===== src/rtl/gat_stage_scheduler.sv =====
// Stage sequencer for the GAT pipeline: launches SPMM, DMVM, softmax and aggregation
// in order for every layer, and keeps per-stage latency, run totals, progress bits and a watchdog.
module gat_stage_scheduler #(
  parameter int NUM_LAYERS     = 2,
  parameter int LAYER_W        = 4,
  parameter int CNT_W          = 32,
  parameter int TIMEOUT_CYCLES = 1000000
) (
  input  logic                  clk,
  input  logic                  rst_n,
  input  logic                  start_i,
  input  logic                  abort_i,
  input  logic                  spmm_rdy_i,
  input  logic                  dmvm_rdy_i,
  input  logic                  sm_rdy_i,
  input  logic                  aggr_rdy_i,
  output logic                  spmm_vld_o,
  output logic                  dmvm_vld_o,
  output logic                  sm_vld_o,
  output logic                  aggr_vld_o,
  output logic                  busy_o,
  output logic                  done_o,
  output logic                  err_o,
  output logic [LAYER_W-1:0]    layer_o,
  output logic [1:0]            stage_o,
  output logic [7:0]            status_o,
  output logic [3:0][CNT_W-1:0] stage_cycles_o,
  output logic [CNT_W-1:0]      total_cycles_o
);

  // state | meaning
  // IDLE  | waiting for start_i
  // ISSUE | one-cycle launch pulse for stage_o
  // WAIT  | waiting for the current stage's rdy, watchdog running
  // DONE  | one-cycle done pulse, total latched
  // ERR   | watchdog expired, position frozen until start_i or abort_i
  typedef enum logic [2:0] {
    S_IDLE,
    S_ISSUE,
    S_WAIT,
    S_DONE,
    S_ERR
  } state_t;

  localparam logic [CNT_W-1:0]   TO_LAST    = CNT_W'(TIMEOUT_CYCLES - 1);
  localparam logic [LAYER_W-1:0] LAST_LAYER = LAYER_W'(NUM_LAYERS - 1);

  state_t           state, state_nxt;
  logic [CNT_W-1:0] wait_cnt;
  logic [CNT_W-1:0] run_total;
  logic [3:0]       rdy_vec;
  logic             cur_rdy;
  logic             last_layer;
  logic             timeout_hit;

  function automatic logic [CNT_W-1:0] sat_inc(input logic [CNT_W-1:0] v);
    return (&v) ? v : v + CNT_W'(1);
  endfunction

  assign rdy_vec     = {aggr_rdy_i, sm_rdy_i, dmvm_rdy_i, spmm_rdy_i};
  assign cur_rdy     = rdy_vec[stage_o];
  assign last_layer  = (layer_o >= LAST_LAYER);
  assign timeout_hit = (wait_cnt >= TO_LAST);

  always_ff @(posedge clk or negedge rst_n) begin
    if (!rst_n) state <= S_IDLE;
    else        state <= state_nxt;
  end

  always_comb begin
    state_nxt = state;
    if (abort_i) begin
      state_nxt = S_IDLE;
    end else begin
      case (state)
        S_IDLE:  if (start_i) state_nxt = S_ISSUE;
        S_ISSUE: state_nxt = S_WAIT;
        S_WAIT: begin
          // rdy outranks the watchdog when both land on the same cycle
          if (cur_rdy) begin
            if (stage_o == 2'd3 && last_layer) state_nxt = S_DONE;
            else                               state_nxt = S_ISSUE;
          end else if (timeout_hit) begin
            state_nxt = S_ERR;
          end
        end
        S_DONE:  state_nxt = S_IDLE;
        S_ERR:   if (start_i) state_nxt = S_ISSUE;
        default: state_nxt = S_IDLE;
      endcase
    end
  end

  assign busy_o     = (state == S_ISSUE) || (state == S_WAIT);
  assign done_o     = (state == S_DONE);
  assign err_o      = (state == S_ERR);
  assign spmm_vld_o = (state == S_ISSUE) && (stage_o == 2'd0);
  assign dmvm_vld_o = (state == S_ISSUE) && (stage_o == 2'd1);
  assign sm_vld_o   = (state == S_ISSUE) && (stage_o == 2'd2);
  assign aggr_vld_o = (state == S_ISSUE) && (stage_o == 2'd3);

  always_ff @(posedge clk or negedge rst_n) begin
    if (!rst_n) begin
      layer_o        <= '0;
      stage_o        <= '0;
      status_o       <= '0;
      wait_cnt       <= '0;
      run_total      <= '0;
      stage_cycles_o <= '0;
      total_cycles_o <= '0;
    end else if (!abort_i) begin
      case (state)
        S_IDLE, S_ERR: begin
          if (start_i) begin
            status_o  <= '0;
            layer_o   <= '0;
            stage_o   <= '0;
            run_total <= '0;
          end
        end
        S_ISSUE: begin
          status_o[{1'b0, stage_o}] <= 1'b1;
          wait_cnt                  <= '0;
          run_total                 <= sat_inc(run_total);
        end
        S_WAIT: begin
          run_total <= sat_inc(run_total);
          if (cur_rdy) begin
            stage_cycles_o[stage_o]   <= sat_inc(wait_cnt);
            status_o[{1'b1, stage_o}] <= 1'b1;
            if (stage_o != 2'd3) begin
              stage_o <= stage_o + 2'd1;
            end else if (!last_layer) begin
              layer_o <= layer_o + LAYER_W'(1);
              stage_o <= 2'd0;
            end
          end else begin
            wait_cnt <= sat_inc(wait_cnt);
          end
        end
        S_DONE: total_cycles_o <= run_total;
        default: ;
      endcase
    end
  end

endmodule

===== config.mk =====
export PLATFORM = sky130hd
export DESIGN_NAME = gat_stage_scheduler
export DESIGN_NICKNAME = d
export VERILOG_FILES = /design/src/rtl/gat_stage_scheduler.sv
export SDC_FILE = /design/constraint.sdc
export NUM_CORES = 1
export LEC_CHECK = 0
export CAP_MARGIN = 20
export CORE_MARGIN = 3
export CORE_UTILIZATION = 40
export DETAILED_ROUTE_END_ITERATION = 8
export GPL_TIMING_DRIVEN = 0
export PLACE_DENSITY = 0.64
export SYNTH_ARGS = -nofsm -noshare
export SYNTH_HDL_FRONTEND = slang
export SYNTH_SLANG_ARGS = --single-unit
export TNS_END_PERCENT = 100

===== constraint.sdc =====
create_clock -name clk -period 5.8 [get_ports clk]
set_input_delay 1.16 -clock clk [delete_from_list [all_inputs] [get_ports clk]]
set_output_delay 1.16 -clock clk [all_outputs]
set_load 0.005 [all_outputs]

=== After elaboration in Yosys (flattened, before gate mapping) ===
Index checks and enable logic that the tools add are counted.

* Flip-flop bits (word level): 241
* Bits of input ports: 8
* Output and inout bits: 181
* Word-level logic and storage cells: 104

* $add $sub $neg: 4
* Magnitude comparators: 8
* Equality and inequality tests: 17
* Multiplexer cells: 34
* Bitwise gates (word level): 3
* Reduce and logical (&&, ||, !) cells: 27

{| class="wikitable"
|+ Operators with widths
! kind !! number
|-
| 32-bit two-way mux || 5
|-
| 128-bit bitwise mux || 1
|-
| 32-bit one-hot mux with 2 select lines || 2
|-
| 32-bit by 1-bit adder with 32-bit output (second input constant) || 2
|-
| 32-bit demux with 2-bit select || 1
|-
| 32-bit AND reduction || 2
|-
| 32-bit by 20-bit greater-or-equal comparator with 1-bit output (second input constant) || 1
|-
| 8-bit one-hot mux with 3 select lines || 1
|-
| 4-bit two-way mux || 4
|-
| 8-bit two-way mux || 2
|-
| 3-bit two-way mux || 4
|-
| 2-bit != test (second input constant) || 6
|-
| 2-bit two-way mux || 5
|-
| 3-bit one-hot mux with 3 select lines || 1
|-
| 1-bit logical AND || 8
|-
| 8-bit by 4-bit OR with 8-bit output || 1
|-
| 8-bit OR || 1
|-
| 4-bit one-hot mux with 2 select lines || 1
|-
| 4-bit AND reduction || 2
|-
| 3-bit by 2-bit equality test with 1-bit output (second input constant) || 2
|-
| 3-bit AND reduction || 2
|-
| 6-bit AND reduction || 1
|-
| 2-bit nonzero test || 3
|-
| 5-bit AND reduction || 1
|-
| 27 further kinds || 34
|}

=== Longest topological paths before layout ===
* Depth after elaboration: 7
* Mapped depth: 9
* Depth with buffers taken out: 7

=== Least setup slack after synthesis ===
OpenSTA, ideal clock, no wires.

* Path kind: input to register
* From: input port aggr_rdy_i
* To: register wait_cnt[17]
* Library setup time: 0.069 ns
* Arrival time: 2.620 ns
* Required time: 5.731 ns
* Slack: 3.111 ns
* Cell stages on the path: 5
* Buffers on the path: 1
* Cells stage by stage: mux4_2 or3_4 buf_6 or3_1 nand3_1

* Word-level cells in the longest chain between the ends: 4

{| class="wikitable"
|+ Ends and longest elaborated chain
! item !! line !! text
|-
| from (decl) || 16 || <nowiki>input logic aggr_rdy_i,</nowiki>
|-
| 1-bit binary-select mux with 2-bit select || 61 || <nowiki>assign cur_rdy = rdy_vec[stage_o];</nowiki>
|-
| 1-bit two-way mux (not written as such) || 61 ||
|-
| 2-bit != test (no source line) || - ||
|-
| 3-bit AND reduction (no source line) || - ||
|-
| to (signal assigned) || 138 || <nowiki>wait_cnt <= sat_inc(wait_cnt);</nowiki>
|-
| to (decl) || 49 || <nowiki>logic [CNT_W-1:0] wait_cnt;</nowiki>
|}

No other way between the ends. The select of a mux whose other input is x is not followed.
A chain may end at the register's enable or synchronous reset.

=== Worst setup path in the final report ===
* From: register state[0]
* To: output port busy_o

* Word-level cells in the longest chain between the ends: 2
* Elaborated cells on any way between the ends: 3
* Those cells by class: 2 x eq/ne; 1 x reduce/logical

{| class="wikitable"
|+ Ends and longest elaborated chain
! item !! line !! text
|-
| from (decl) || 48 || <nowiki>state_t state, state_nxt;</nowiki>
|-
| from (signal assigned) || 67 || <nowiki>else state <= state_nxt;</nowiki>
|-
| 3-bit by 1-bit equality test with 1-bit output or 3-bit by 2-bit equality test with 1-bit output (tied branches) || 94 || <nowiki>assign busy_o = (state == S_ISSUE) || (state == S_WAIT);</nowiki>
|-
| 1-bit logical OR * || 94 ||
|-
| to (decl) || 21 || <nowiki>output logic busy_o,</nowiki>
|}

Every way passes the cells marked *; elsewhere a longest branch is shown, timed or not.

==> results.tsv <==
stage	metric	value	unit
floorplanning	rows	59	
pwr	ir_drop	0.182	mV
floorplanning	dieArea	28700	um^2
cts	clock_sinks	241	
cells_and_area	antenna_cells	0	
pwr	total_power	3720	uW
cts	cts_buffer_depth	3	
cts	clkLatencyLatePin	520	ps
setup_path	crit_path_end_kind	output pin	
sta	setup_viol	0	
setup_path	cp_top_family	buffers and inverters	
global_routing	grt_max_degree	104	
synthesis	ys_seq_area_share	56.4	%
cells_and_area	multi_input_area	4290	um^2
sta	fin_crit_sh	62.2	%
routing	drc	0	
global_routing	grt_pass1_wl	46200	um
cells_and_area	syn2layout_area_growth	30.1	%
floorplanning	num_io_pins	189	
setup_path	r2r-start	state[0]$_DFFE_PN0P_	
setup_path	max_stage_delay	540	ps
cts	cts_setup_buffers	0	
setup_path	r2r_end	wait_cnt[11]$_DFFE_PN0P_	
synthesis	synth_top_flop_cell	dfrtp_1	
floorplanning	die_w	169	um
synthesis	synth_edf_count	0	
setup_path	rr_worst_depth	9	
cells_and_area	finalCoreUtilization	53.2	%
global_routing	grt_pass1_vias	8324	
synthesis	syn_nets	1074	
run	cap_violations	0	
outcome	status	finished, final reports clean	
synthesis	synthDistinctLibCells	63	
cts	cts-hold-fix-buffers	0	
cts	htree_levels	1	
global_routing	grt-ovfl-total	0	
sta	relSlewSlack	29.2	%
setup_path	crit_chain	buf_2 -> xor2_1 -> nand2_1 -> buf_2 -> clkinv_1 -> clkdlybuf4s50_1	
setup_path	worstPathMaxFanout	10	
routing	post_drt_wl_per_cell	17.8	um
setup_path	crit_top_cell	buf_2	
synthesis	yosys_register_bits	241	
global_routing	antenna_found_initial	0	
hold_path	min_path_cells	2	
pwr	p_leak	0.00593	uW
setup_path	r2r_slack	3060	ps
synthesis	async_flop_share	100	%
placement	gp_congestion	0.934	
cts	clock-root-buffer	clkbuf_16	
placement	portBuffers	187	
floorplanning	die_h	169	um
synthesis	syn_area	10700	um^2
cts	post_cts_resize_count	0	
cells_and_area	fill_cells	2432	
hold_path	holdCritStartpoint	stage_cycles_o[50]$_DFFE_PN0P_	
routing	viasPerCell	5.34	
sta	worst_slew_pin_slew	1050	ps
cells_and_area	seqCellArea	6030	um^2
cells_and_area	mostFrequentLayoutCell	dfrtp_1	
floorplanning	core	26100	um^2
pwr	power.density	268	nW/um^2
routing	num_vias	8692	
routing	drt_iter0_markers	656	
floorplanning	initial_core_util	40.9	%
cells_and_area	drive_gt1_share	11.2	%
synthesis	syn_avg_cell_area	10.1	um^2
synthesis	synth_cells	1057	
routing	ant_nets	0	
sta	fin_skew	7.98	ps
cts	clk_pin_slew_worst_paths	60	ps
sta	hold_viol	0	
cts	cts_buffers	27	
hold_path	hold_class	flip-flop to flip-flop	
routing	detail_route.first_pass.iterations	5	
sta	setup_tns	0	ps
sta	rsz0062_at_grt	no	
sta	maxSlewViolCount	0	
setup_path	path_class	flip-flop to output pin	
setup_path	cpMaxStageDelayCell	clkdlybuf4s50_1	
setup_path	cp.arrival	2450	ps
setup_path	cp-start-kind	flip-flop	
placement	dp_hpwl	20500	um
routing	wl	29100	um
setup_path	timing.critical_path.buf_inv	4	
setup_path	critPathRequiredTime	4640	ps
hold_path	holdPathEnd	stage_cycles_o[50]$_DFFE_PN0P_	
sta	min_period	3610	ps
cells_and_area	final_cell_mix	dfrtp_1 (241), clkdlybuf4s50_1 (186), nand2_1 (184), o21ai_0 (162), nor2_1 (55)	
sta	max_clock_freq	277	MHz
cts	cts_tree	built	
synthesis	ys_warn_count	0	
cells_and_area	fin_nets	1292	
global_routing	grt_usage	19.8	%
-- flip-flops by register name (all words and copies together) (netlist names) --
register        count
layer_o             4
run_total          32
stage_cycles_o    128
stage_o             2
state               3
status_o            8
total_cycles_o     32
wait_cnt           32
-- per-layer routing --
layer  up-vias  global-route usage, %  wire [um]
met5         -                      0          0
met4         0                   3.38        420
met3        28                   3.94       1910
met2       279                   30.1      12700
met1      4224                   30.1      14000
li1       4161                      -          -
-- how the worst max path moves through the flow --
stage,slack [ps],startpoint,to,cells past startpoint
2_1_floorplan,3110,aggr_rdy_i,wait_cnt[17]$_DFFE_PN0P_,5
3_5_place_dp,2140,aggr_rdy_i,stage_cycles_o[28]$_DFFE_PN0P_,7
3_3_place_gp,-6960,rst_n,stage_cycles_o[70]$_DFFE_PN0P_,1
6_report,2190,state[0]$_DFFE_PN0P_,busy_o,6
4_1_cts,2160,state[0]$_DFFE_PN0P_,busy_o,6
5_1_grt,2030,state[0]$_DFFE_PN0P_,busy_o,6
-- per-stage QoR --
step	hold WS, ps	setup WS [ps]	cell area (um^2)	instances
after floorplan	465	3110	10700	1057
after global placement	461	-6960	13000	1579
after detailed placement	470	2140	13000	1581
after CTS	483	2160	13900	1628
after global routing	509	2030	13900	1628
final	477	2190	13900	1628
-- logic make-up (layout without fill, tap and decap cells) --
logic type / after synthesis / after routing / share of synthesized area, %
XOR/XNOR: 38 / 38 / 3.11
buffers and inverters: 76 / 312 / 3.42
AND/OR/NAND/NOR: 386 / 386 / 17.4
flip-flops: 241 / 241 / 56.4
AO/OA/AOI/OAI: 264 / 264 / 14.0
multiplexers: 43 / 43 / 4.59
adder cells (fa/ha/maj): 9 / 9 / 1.05
-- synth_stat cells, types with 5 or more instances --
cell	n	area (um^2)
a21oi_1	38	190
inv_1	14	52.6
nand2_1	184	691
buf_6	5	56.3
nand3_1	33	165
nand4_1	24	150
nor2_1	55	206
nor3_2	5	50.1
and2_1	11	68.8
ha_1	9	113
buf_2	32	160
dfrtp_1	241	6030
o31ai_1	8	60.1
a21o_1	7	52.6
a211oi_1	9	67.6
and3_1	11	68.8
or3_1	8	50.1
nor3_1	16	80.1
o21ai_0	162	811
xnor2_1	25	219
mux2_2	38	428
or4_1	7	52.6
xor2_1	13	114
clkbuf_1	22	82.6
a31oi_1	12	75.1
-- power breakdown --
group          total, uW  switching, uW  internal, uW
sequential          1760           38.5          1730
combinational        301            180           121
clock               1660            670           990
total               3720            888          2840
-- worst reg2reg max path: cells and delay by family, from the launching register on --
| kind | cells | cell delay, ps |
|---|---|---|
| AOI/OAI and AO/OA | 2 | 280 |
| xor gates and xnor gates | 1 | 170 |
| buffers and inverters | 4 | 1270 |
| DFF | 1 | 350 |
| and+or+nand+nor | 2 | 590 |
-- layout make-up --
| cell class | count | share of cell area [%] |
|---|---|---|
| sequential | 241 | 43.4 |
| clock inverter | 13 | 0.891 |
| inverter | 15 | 0.405 |
| multi-input combinational | 740 | 30.9 |
| tap | 335 | 3.02 |
| timing repair buffer | 189 | 13.9 |
| buffer | 61 | 2.22 |
| clock buffer | 34 | 5.34 |
Note: power is estimated with default switching activity, not from simulation.
